File: src/rtl/console_pkg.sv
// Shared definitions for the text console: screen geometry defaults, control
// codes, FSM state encoding and byte-source tags.
package console_pkg;

  localparam int COLS_DEF = 160;
  localparam int ROWS_DEF = 60;

  localparam int COL_W  = 8;
  localparam int ROW_W  = 6;
  localparam int ADDR_W = ROW_W + COL_W;

  localparam logic [7:0] BS    = 8'h08;
  localparam logic [7:0] LF    = 8'h0A;
  localparam logic [7:0] FF    = 8'h0C;
  localparam logic [7:0] CR    = 8'h0D;
  localparam logic [7:0] SPACE = 8'h20;
  localparam logic [7:0] TILDE = 8'h7E;

  typedef enum logic [1:0] {
    CLEAR = 2'd0,
    IDLE  = 2'd1,
    EXEC  = 2'd2,
    ECHO  = 2'd3
  } state_e;

  typedef enum logic {
    SRC_RX = 1'b0,
    SRC_KB = 1'b1
  } src_e;

  function automatic logic is_printable(input logic [7:0] b);
    return (b >= SPACE) && (b <= TILDE);
  endfunction

endpackage

File: src/rtl/text_console_ctrl_rr_arb2.sv
// Two-way round-robin arbiter: req[0] = rx, req[1] = keyboard. On a tie the
// requester that was not served last wins.
module rr_arb2 (
  input  logic       clk,
  input  logic       rst_n,
  input  logic [1:0] req,
  input  logic       ack,
  output logic [1:0] grant
);

  logic last_q;  // 0: rx served last, 1: keyboard served last
  logic last_d;

  always_comb begin
    grant  = 2'b00;
    last_d = last_q;
    case (req)
      2'b01:   grant = 2'b01;
      2'b10:   grant = 2'b10;
      2'b11:   grant = last_q ? 2'b01 : 2'b10;
      default: grant = 2'b00;
    endcase
    if (ack && (grant != 2'b00)) begin
      last_d = grant[1];
    end
  end

  always_ff @(posedge clk) begin
    if (!rst_n) begin
      last_q <= 1'b0;
    end else begin
      last_q <= last_d;
    end
  end

endmodule

File: src/rtl/text_console_ctrl.sv
// Text console controller: arbitrates tty and keyboard byte streams, renders
// them into a COLS x ROWS character buffer and echoes keyboard bytes to the tty.
module text_console_ctrl
  import console_pkg::*;
#(
  parameter int COLS = COLS_DEF,
  parameter int ROWS = ROWS_DEF
) (
  input  logic              clk48,
  input  logic              rst_n,
  input  logic [7:0]        rx_data,
  input  logic              rx_valid,
  output logic              rx_ready,
  input  logic [7:0]        kb_data,
  input  logic              kb_valid,
  output logic              kb_ready,
  output logic [7:0]        tx_data,
  output logic              tx_valid,
  input  logic              tx_ready,
  output logic [ADDR_W-1:0] vga_waddr,
  output logic [7:0]        vga_wdata,
  output logic              vga_wr_en
);

  localparam logic [COL_W-1:0] COL_LAST = COL_W'(COLS - 1);
  localparam logic [ROW_W-1:0] ROW_LAST = ROW_W'(ROWS - 1);

  state_e             state_q, state_d;
  logic [7:0]         byte_q, byte_d;
  src_e               src_q, src_d;
  logic [ROW_W-1:0]   cur_row_q, cur_row_d;
  logic [COL_W-1:0]   cur_col_q, cur_col_d;
  logic [ROW_W-1:0]   clr_row_q, clr_row_d;
  logic [COL_W-1:0]   clr_col_q, clr_col_d;
  logic               clr_done_q, clr_done_d;
  logic               wr_en_q, wr_en_d;
  logic [ADDR_W-1:0]  waddr_q, waddr_d;
  logic [7:0]         wdata_q, wdata_d;
  logic               tx_valid_q, tx_valid_d;

  logic [1:0]         grant;
  logic               accept;
  logic [7:0]         in_byte;

  function automatic logic [ROW_W-1:0] row_inc(input logic [ROW_W-1:0] r);
    return (r == ROW_LAST) ? '0 : r + ROW_W'(1);
  endfunction

  rr_arb2 u_arb (
    .clk   (clk48),
    .rst_n (rst_n),
    .req   ({kb_valid, rx_valid}),
    .ack   (accept),
    .grant (grant)
  );

  always_comb begin
    rx_ready   = (state_q == IDLE) && grant[0];
    kb_ready   = (state_q == IDLE) && grant[1];
    accept     = (rx_valid && rx_ready) || (kb_valid && kb_ready);
    in_byte    = grant[1] ? kb_data : rx_data;

    state_d    = state_q;
    byte_d     = byte_q;
    src_d      = src_q;
    cur_row_d  = cur_row_q;
    cur_col_d  = cur_col_q;
    clr_row_d  = clr_row_q;
    clr_col_d  = clr_col_q;
    clr_done_d = clr_done_q;
    wr_en_d    = 1'b0;
    waddr_d    = waddr_q;
    wdata_d    = wdata_q;
    tx_valid_d = tx_valid_q;

    case (state_q)
      CLEAR: begin
        // The last write is still visible in the final CLEAR cycle, so the
        // strobe never overlaps IDLE.
        if (!clr_done_q) begin
          wr_en_d = 1'b1;
          waddr_d = {clr_row_q, clr_col_q};
          wdata_d = SPACE;
          if (clr_col_q == COL_LAST) begin
            clr_col_d = '0;
            if (clr_row_q == ROW_LAST) begin
              clr_done_d = 1'b1;
            end else begin
              clr_row_d = clr_row_q + ROW_W'(1);
            end
          end else begin
            clr_col_d = clr_col_q + COL_W'(1);
          end
        end else begin
          state_d   = IDLE;
          cur_row_d = '0;
          cur_col_d = '0;
        end
      end

      IDLE: begin
        // Decode at acceptance so the write strobe is registered into EXEC.
        if (accept) begin
          byte_d  = in_byte;
          src_d   = grant[1] ? SRC_KB : SRC_RX;
          state_d = EXEC;
          if (is_printable(in_byte)) begin
            wr_en_d = 1'b1;
            waddr_d = {cur_row_q, cur_col_q};
            wdata_d = in_byte;
            if (cur_col_q == COL_LAST) begin
              cur_col_d = '0;
              cur_row_d = row_inc(cur_row_q);
            end else begin
              cur_col_d = cur_col_q + COL_W'(1);
            end
          end else if (in_byte == CR) begin
            cur_col_d = '0;
          end else if (in_byte == LF) begin
            cur_row_d = row_inc(cur_row_q);
          end else if (in_byte == BS) begin
            if (cur_col_q != '0) begin
              cur_col_d = cur_col_q - COL_W'(1);
              wr_en_d   = 1'b1;
              waddr_d   = {cur_row_q, cur_col_q - COL_W'(1)};
              wdata_d   = SPACE;
            end
          end else if (in_byte == FF) begin
            cur_row_d = '0;
            cur_col_d = '0;
          end
        end
      end

      EXEC: begin
        if (src_q == SRC_KB) begin
          tx_valid_d = 1'b1;
          state_d    = ECHO;
        end else if (byte_q == FF) begin
          state_d    = CLEAR;
          clr_row_d  = '0;
          clr_col_d  = '0;
          clr_done_d = 1'b0;
        end else begin
          state_d = IDLE;
        end
      end

      ECHO: begin
        if (tx_ready) begin
          tx_valid_d = 1'b0;
          if (byte_q == FF) begin
            state_d    = CLEAR;
            clr_row_d  = '0;
            clr_col_d  = '0;
            clr_done_d = 1'b0;
          end else begin
            state_d = IDLE;
          end
        end
      end

      default: state_d = CLEAR;
    endcase
  end

  always_ff @(posedge clk48) begin
    if (!rst_n) begin
      state_q    <= CLEAR;
      byte_q     <= 8'h00;
      src_q      <= SRC_RX;
      cur_row_q  <= '0;
      cur_col_q  <= '0;
      clr_row_q  <= '0;
      clr_col_q  <= '0;
      clr_done_q <= 1'b0;
      wr_en_q    <= 1'b0;
      waddr_q    <= '0;
      wdata_q    <= 8'h00;
      tx_valid_q <= 1'b0;
    end else begin
      state_q    <= state_d;
      byte_q     <= byte_d;
      src_q      <= src_d;
      cur_row_q  <= cur_row_d;
      cur_col_q  <= cur_col_d;
      clr_row_q  <= clr_row_d;
      clr_col_q  <= clr_col_d;
      clr_done_q <= clr_done_d;
      wr_en_q    <= wr_en_d;
      waddr_q    <= waddr_d;
      wdata_q    <= wdata_d;
      tx_valid_q <= tx_valid_d;
    end
  end

  assign tx_data   = byte_q;
  assign tx_valid  = tx_valid_q;
  assign vga_waddr = waddr_q;
  assign vga_wdata = wdata_q;
  assign vga_wr_en = wr_en_q;

endmodule

File: config.mk
export PLATFORM = sky130hd
export DESIGN_NAME = text_console_ctrl
export DESIGN_NICKNAME = d
export VERILOG_FILES = /design/src/rtl/console_pkg.sv /design/src/rtl/text_console_ctrl_rr_arb2.sv /design/src/rtl/text_console_ctrl.sv
export SDC_FILE = /design/constraint.sdc
export NUM_CORES = 1
export LEC_CHECK = 0
export ABC_AREA = 1
export CAP_MARGIN = 15
export CORE_MARGIN = 2
export CORE_UTILIZATION = 55
export DETAILED_ROUTE_END_ITERATION = 10
export GPL_ROUTABILITY_DRIVEN = 0
export PLACE_DENSITY_LB_ADDON = 0.15
export SLEW_MARGIN = 0
export SYNTH_ARGS = -nofsm -noshare
export SYNTH_HDL_FRONTEND = slang
export SYNTH_SLANG_ARGS = --single-unit
File: constraint.sdc
create_clock -name clk48 -period 2.23 [get_ports clk48]
set_input_delay 0.446 -clock clk48 [delete_from_list [all_inputs] [get_ports clk48]]
set_output_delay 0.446 -clock clk48 [all_outputs]
set_load 0.05 [all_outputs]
* Word-level counts from Yosys, hierarchy flattened
Index checks and enable logic that the tools add are counted.
** Operators by class
- Shift-type cells :: 0
- Add/sub/neg operators :: 5
- Mux-type cells :: 77
- Bitwise logic cells :: 0
- Divide/modulo/power cells :: 0
- $mul :: 0
- $lt $le $gt $ge :: 2
- Equal/unequal tests :: 33
- Reduce and logical (&&, ||, !) cells :: 22
** Operator list (count)
- 2-to-1 mux 8 bit :: 22
- 2-to-1 mux 14 bit :: 7
- 2-to-1 mux 6 bit :: 15
- equality test 8 x 4 -> 1 bit (second input constant) :: 5
- case mux 8 bit (2 select lines) :: 2
- case mux 14 bit (2 select lines) :: 1
- case mux 8 bit (3 select lines) :: 1
- case mux 6 bit (3 select lines) :: 1
- 2-to-1 mux 1 bit :: 17
- adder 8 x 1 -> 8 bit (second input constant) :: 2
- equality test 8 bit (second input constant) :: 2
- != test 2 bit (second input constant) :: 7
- AND reduction 7 bit :: 2
- adder 6 x 1 -> 6 bit (second input constant) :: 2
- equality test 6 bit (second input constant) :: 2
- case mux 6 bit (2 select lines) :: 1
- AND reduction 6 bit :: 2
- 2-to-1 mux 2 bit :: 5
- AND reduction 3 bit :: 3
- equality test 2 bit (second input constant) :: 4
- >= comparator 8 x 6 -> 1 bit (second input constant) :: 1
- less-or-equal comparator 8 x 7 -> 1 bit (second input constant) :: 1
- != test 4 bit (second input constant) :: 2
- case mux 2 bit (4 select lines) :: 1
- other kinds (20) :: 31
** Storage, ports and cells
- Memory bits (read-only) :: 0
- Bits in registers :: 65
- RAM bits :: 0
- Input port bits :: 21
- Memories :: 0
- Bits in latches :: 0
- Output and inout bits :: 34
- Word-level logic and storage cells :: 152

* Logic depth before layout (Yosys ltp)
Gate-level depths: netlist of run 1.
- Word-level depth :: 11
- Gate-level depth with buffers :: 17
- Mapped depth without buffers :: 15

* Cells and area by module
From an unflattened synthesis of run 1, not the netlist that was laid out.
** Unflattened totals
- Cells, all modules :: 654
- Area total of the unflattened synthesis :: 4146.5 um2
** By module, submodules not included
- text_console_ctrl :: times used 1, area each 4082.7 um2, cells each 645, seq. area each 1281.2 um2
- rr_arb2 :: times used 1, area each 63.8 um2, cells each 9, seq. area each 20.0 um2

* Worst setup path after synthesis of run 1
Ideal clock, no wire load.
- Path kind :: register -> output
- Start :: reg state_q[0]
- End :: out rx_ready
- Data arrival time :: 2.075 ns
- Setup slack :: -0.291 ns
- Required time :: 1.784 ns
- Stages on the path, launching flop included :: 7
- Path buffers :: 2
- Cell sequence :: dfxtp_1 inv_1 nor2_2 inv_1 buf_2 clkbuf_1 nor3_1
** On the way
- Cells in the longest elaborated chain, start to end :: 2
** Ends and longest elaborated chain
- start: declaration :: RTL line text_console_ctrl.sv:28 : state_e state_q, state_d;
- start signal: assignment :: RTL line text_console_ctrl.sv:182 : state_q <= state_d;
- equality test 2 x 1 -> 1 bit :: RTL line text_console_ctrl.sv:58 : rx_ready = (state_q == IDLE) && grant[0];
- logical AND 1 bit :: RTL line text_console_ctrl.sv:58
- end: declaration :: RTL line text_console_ctrl.sv:13 : output logic rx_ready,
Every way passes these cells.

* Final worst setup path of run 1
- Start :: reg cur_col_q[0]
- End :: reg wdata_q[5] (netlist: vga_wdata[5])
** On the way
- Cells in the longest elaborated chain, start to end :: 3
** Ends and longest elaborated chain
- start: declaration :: RTL line text_console_ctrl.sv:32 : logic [COL_W-1:0] cur_col_q, cur_col_d;
- start signal: assignment :: RTL line text_console_ctrl.sv:186 : cur_col_q <= cur_col_d;
- nonzero test 8 bit :: RTL line text_console_ctrl.sv:122 : if (cur_col_q != '0) begin
- != test 3 x 1 -> 1 bit (no source line)
- AND reduction 7 bit (no source line)
- end signal: assignment :: RTL line text_console_ctrl.sv:192 : wdata_q <= wdata_d;
- end: declaration :: RTL line text_console_ctrl.sv:38 : logic [7:0] wdata_q, wdata_d;
Every way passes these cells.
A chain may end at the register's enable or synchronous reset.

==> results of run 1 <==
## sequential cells by signal (all words and copies together), names as in the netlist
signal	cells
vga_waddr	14
clr_col_q	8
cur_col_q	8
tx_data	8
vga_wdata	8
clr_row_q	6
cur_row_q	6
state_q	2
clr_done_q	1
src_q	1
tx_valid	1
u_arb.last_q	1
vga_wr_en	1
## final timing paths
| path | end | slack, ns | cells after the start |
|---|---|---|---|
| worst max register to register | vga_wdata[5] | 0.02 | 10 |
| worst max-delay path | vga_wdata[5] | 0.02 | 10 |
| worst min-delay path | vga_wdata[7] | 0.45 | 2 |
| worst min register to register | vga_wdata[7] | 0.45 | 2 |
## area by class of cell
type | count | share of cell area (%)
Clock buffer | 10 | 2.40
Tap cell | 96 | 2.26
Multi-Input combinational cell | 427 | 42.4
Timing Repair Buffer | 125 | 21.7
Inverter | 69 | 4.92
Sequential cell | 65 | 24.5
Clock inverter | 6 | 1.72
## report_power, final
part / switching (mW) / internal, mW / total, mW
logic: 0.171 / 0.143 / 0.315
clock network: 0.486 / 0.635 / 1.12
registers: 0.00891 / 1.17 / 1.18
## through the flow
stage / TNS [ns] / setup slack, ns
6_report: 0 / 0.0222
5_1_grt: -0.149 / -0.0634
4_1_cts: 0 / 0.108
3_5_place_dp: -16.83 / -0.516
3_3_place_gp: -13.23 / -0.409
2_1_floorplan: 0 / 0.0237
## worst max-delay path: stages, from the launching register on
cell and delay, ns:
dfxtp_1 0.37, inv_1 0.22, ha_1 0.20, nand4_1 0.10
nor3_1 0.36, inv_1 0.11, nand4_2 0.14, a21boi_4 0.11
buf_4 0.19, o21ai_0 0.22, a21oi_1 0.07
## Yosys cell counts, drive strengths merged (6+ instances only)
cell type  count
o21ai         42
a21oi         41
o211ai         8
buf           13
clkbuf        10
inv           69
nand2        142
nor2          86
dfxtp         65
nor3          14
ha             6
xor2          10
nand4         12
nand3         49
## metal layers
| metal | vias up | part of all wire (%) |
|---|---|---|
| met5 | - | 0 |
| met3 | 36 | 7.0 |
| li1 | 2123 | - |
| met1 | 2031 | 41 |
| met4 | 0 | 3.5 |
| met2 | 213 | 48 |
## logic make-up (layout without fill, tap and decap cells)
| group | Yosys count | count (layout) | synth area share [%] |
|---|---|---|---|
| buf+inv | 92 | 210 | 10.4 |
| flops | 65 | 65 | 33.8 |
| compound gates | 98 | 98 | 15.0 |
| xor+xnor | 11 | 11 | 2.50 |
| fa+ha+maj | 6 | 6 | 1.95 |
| simple gates | 308 | 309 | 35.6 |
| mux | 3 | 3 | 0.780 |
## timing repair
| item | 4_1_cts | 5_1_grt |
|---|---|---|
| buffers inserted | 3 | 7 |
| gates resized for setup | 15 | 29 |
| gates cloned | 2 | 2 |
| setup endpoints to repair | 36 | 30 |
| hold buffers | 0 | 0 |
| endpoints found under the hold margin | 0 | 0 |
| pin swaps | 6 | 14 |
==> out/qor.yml, run 1 <==
dp_hpwl_um: 8120
grt_pass1_wl_um: 18500
place_area_um2: 4860
die_w_um: 87.7
synth_edf_count: 0
synth_fp_nets: 610
hp-start: "vga_wdata[7]"
finalPower_mw: 2.62
period_share_pct: 99.0
maxCapViolCount: 0
cts_root_buf: "clkbuf_8"
final_cell_mix: "126 x nand2_1, 76 x nor2_1, 65 x inv_1"
ant_nets: 0
ir_drop_uv: 430
start_util_pct: 56.7
max_freq_ghz: 0.453
cts_buffer_depth: 2
whs_ns: 0.452
final_util_pct: 78.2
synth_top_cell_by_area: "dfxtp_1"
p_leak_nw: 2.34
ys_seq_elements: 65
multiInputGateArea_um2: 2250
avgRoutedWirePerCell_um: 14.9
clk-insertion-delay-late_ns: 0.35
grt_max_degree: 24
cts_tree: "done"
grt_pass1_vias: 4122
clk_pin_slew_worst_paths_ns: 0.08
crit_type: "reg -> reg"
grt_use_met1_pct: 38.0
syn_avg_cell_area_um2: 6.61
critPathLaunch: "cur_col_q[0]"
final_common_cell: "nand2_1"
power_density_nw_per_um2: 492
port_buffers: 54
drv_slew: 0
drc: 0
r2r-start: "cur_col_q[0]"
fin_worst_skew_ns: 0.00828
diodes: 0
grt_antenna_before_repair: 0
area_growth_pct: 37.9
arrival_ns: 2.43
synthFlopType: "dfxtp_1"
hold_path_class: "reg -> reg"
vias: 4403
drt-initial-drc-count: 328
yosysUniqueCellTypes: 40
stdcell_count: 798
worst_ep_required_time_ns: 2.46
io_pins: 55
finalSetupViolations: 0
async_reset_ff_share_pct: 0
seq_area_um2: 1300
core_um2: 6790
synth.yosys.seq_area_share_pct: 33.8
startpoint_type: "flop"
dr.pass1.iters: 8
hold_viol_final: 0
routed_wl_um: 11900
dieArea_um2: 7690
worst_pin_slew_ns: 0.532
htreeDepth: 3
fillers: 490
die_y_um: 87.7
global_route.usage.met2_pct: 51.2
dpl.cell_count: 768
status: "completed"
grt.busiest_layer: "met2"
clock-sinks: 65
endpoint_kind: "flop"
grt-ovfl-total: 0
avgViaCountPerCell: 5.52
synth_top_area_share_pct: 33.8
yosys_warnings: 0
final_area_um2: 5310
syn_inst: 583
cts_made_buffers: 9
grtUsageMet3_pct: 6.97
slew_headroom_pct: 64.5
fp-row-count: 30
finalNetCount: 724
crit_fanout: 7
yosys-top-cells-area: "dfxtp_1 34%, nand2_1 13%, nor2_1 7.8%"
grt_use_total_pct: 31.0
period_needed_ns: 2.21
netlist_area_um2: 3850
drive_gt1_share_pct: 20.4
Power figures use the tool's default switching activity.
==> run 2, diff against run 1 <==
--- a/config.mk
+++ b/config.mk
@@ -8,11 +8,11 @@
 export ABC_AREA = 1
 export CAP_MARGIN = 15
 export CORE_MARGIN = 2
-export CORE_UTILIZATION = 55
+export CORE_UTILIZATION = 35
 export DETAILED_ROUTE_END_ITERATION = 10
-export GPL_ROUTABILITY_DRIVEN = 0
 export PLACE_DENSITY_LB_ADDON = 0.15
 export SLEW_MARGIN = 0
 export SYNTH_ARGS = -nofsm -noshare
 export SYNTH_HDL_FRONTEND = slang
 export SYNTH_SLANG_ARGS = --single-unit
+export TNS_END_PERCENT = 10
==> out/qor.yml, run 2 (same netlist as run 1, synthesis figures left out) <==
status: "completed"
die_y_um: 109  # +24%
area_growth_pct: 34.5
dp_hpwl_um: 8770  # +8.0%
hold_path_class: "reg -> reg"
place_area_um2: 4930  # +1.5%
max_freq_ghz: 0.478  # +5.6%
routed_wl_um: 11300  # -5.2%
drv_slew: 0  # unchanged
die_w_um: 109  # +24%
gp_routability_congestion: 0.896
cpMostUsedCell: "nand2_1"
cts_made_buffers: 9  # unchanged
crit_fanout: 11  # +4
vias: 4073  # -7.5%
crit_slowest_cell: "clkdlybuf4s15_1"
dpl.cell_count: 816  # +6.3%
clk-insertion-delay-late_ns: 0.34  # about the same
largest_reg_flops: 14  # unchanged
final_cell_mix: "130 x nand2_1, 76 x nor2_1, 67 x inv_1"
cts_root_buf: "clkbuf_8"
worst_ep_required_time_ns: 2.51  # +0.05 ns
critical_path_depth: 16  # +6
grt_pass1_vias: 4005  # -2.8%
grt_use_total_pct: 20.3  # -11 points
stdcell_count: 834  # +4.5%
period_share_pct: 93.7  # -5.3 points
ant_nets: 0  # unchanged
endpoint_kind: "flop"
clk_pin_slew_worst_paths_ns: 0.08  # about the same
avgRoutedWirePerCell_um: 13.6  # -9.3%
startpoint_type: "input port"
rr_worst_depth: 16  # +6
drt-initial-drc-count: 212  # -35%
dr.pass1.iters: 5  # -3
crit_type: "in -> reg"
diodes: 0  # unchanged
grt-ovfl-total: 0  # unchanged
arrival_ns: 2.37  # -0.06 ns
cpPeakStageDelay_ns: 0.24  # -0.13 ns
grt_max_degree: 25  # +4.2%
finalSetupViolations: 0  # unchanged
grt_pass1_wl_um: 18900  # +2.1%
crit_family: "simple AND/OR/NAND/NOR gates"
rsz0062_at_grt: "no"
fp-row-count: 38  # +27%
cts_tree: "done"
drive_gt1_share_pct: 18.4  # -1.9 points
p_leak_nw: 2.26  # -3.6%
critPathBufInv: 4  # +1
cts_buffer_depth: 2  # unchanged
dieArea_um2: 11900  # +54%
finalNetCount: 716  # -1.1%
hold_viol_final: 0  # unchanged
core_um2: 10800  # +59%
io_pins: 55  # unchanged
ir_drop_uv: 258  # -40%
drc: 0  # unchanged
period_needed_ns: 2.09  # -0.118 ns
htreeDepth: 3  # unchanged
cp_cell_sequence: "clkdlybuf4s15_1 -> a21oi_4 -> buf_4 -> nand2_1 -> o21ai_2 -> inv_1 -> nor2_2 -> nand2_2 -> nand2_4 -> nand2_1 -> nor2_2 -> nor2_1 -> buf_4 -> o21ai_0 -> nand2_1 -> nor2_1"
start_util_pct: 35.7  # -21 points
grt_antenna_before_repair: 0  # unchanged
slew_headroom_pct: 63.3  # -1.2 points
worst_pin_slew_ns: 0.549  # +0.0178 ns
final_area_um2: 5180  # -2.5%
port_buffers: 54  # unchanged
fin_worst_skew_ns: 0.00578  # -0.00250 ns
maxCapViolCount: 0  # unchanged
avgViaCountPerCell: 4.88  # -11%
hold_depth: 2  # unchanged
power_density_nw_per_um2: 463  # -6.0%
clock-sinks: 65  # unchanged
final_common_cell: "nand2_1"
-- run 2: stage by stage --
step	util, %	power (mW)	hold slack [ns]	setup WS, ns	setup TNS (ns)
CTS	47.6	2.42	0.438	0.0953	0
floorplan	-	1.35	0.441	0.0237	0
global placement	45.7	1.49	0.422	-0.535	-15.83
finish	48.0	2.40	0.434	0.140	0
detailed placement	45.7	1.49	0.427	-0.586	-18.54
global route	48.0	2.51	0.454	0.0000726	0
-- run 2: worst min-delay path, cell delays in order (launching register included) --
cell and delay [ns]:
dfxtp_1 0.31, nand2_1 0.05, nor2_1 0.03
-- run 2: path summary, 6_finish.rpt --
kind | startpoint | slack, ns | endpoint
worst max-delay path | rx_valid | 0.14 | cur_row_q[5]
worst min-delay path | vga_wdata[7] | 0.43 | vga_wdata[7]
worst max register to register | u_arb.last_q | 0.19 | cur_row_q[5]
worst min register to register | vga_wdata[7] | 0.43 | vga_wdata[7]
-- run 2: timing repair --
action / 4_1_cts / 5_1_grt
setup endpoints to repair: 37 / 34
hold buffers: 0 / 0
buffers inserted: 0 / 2
resized for setup: 11 / 13
pin swaps: 3 / 3
hold endpoints to repair: 0 / 0
-- run 2: final cells by class --
class,count,area (um2)
Clock buffer,10,138
Clock inverter,6,42.5
Fill cell,1116,5610
Inverter,69,262
Multi-Input combinational cell,426,2200
Sequential cell,65,1300
Tap cell,140,175
Timing Repair Buffer,118,1060
-- run 2: power breakdown --
| part | leakage (nW) | internal, mW | switching, mW |
|---|---|---|---|
| clock network | 0.0887 | 0.435 | 0.486 |
| logic | 1.64 | 0.134 | 0.164 |
| registers | 0.526 | 1.17 | 0.00833 |
| total | 2.26 | 1.74 | 0.658 |
-- run 2: per-layer routing --
metal | share of wire (%) | vias up | GRT usage, %
li1 | - | 2097 | -
met1 | 48 | 1879 | 26.7
met2 | 47 | 82 | 33.9
met3 | 3.9 | 15 | 3.41
met4 | 1.2 | 0 | 6.14
met5 | 0 | - | 0
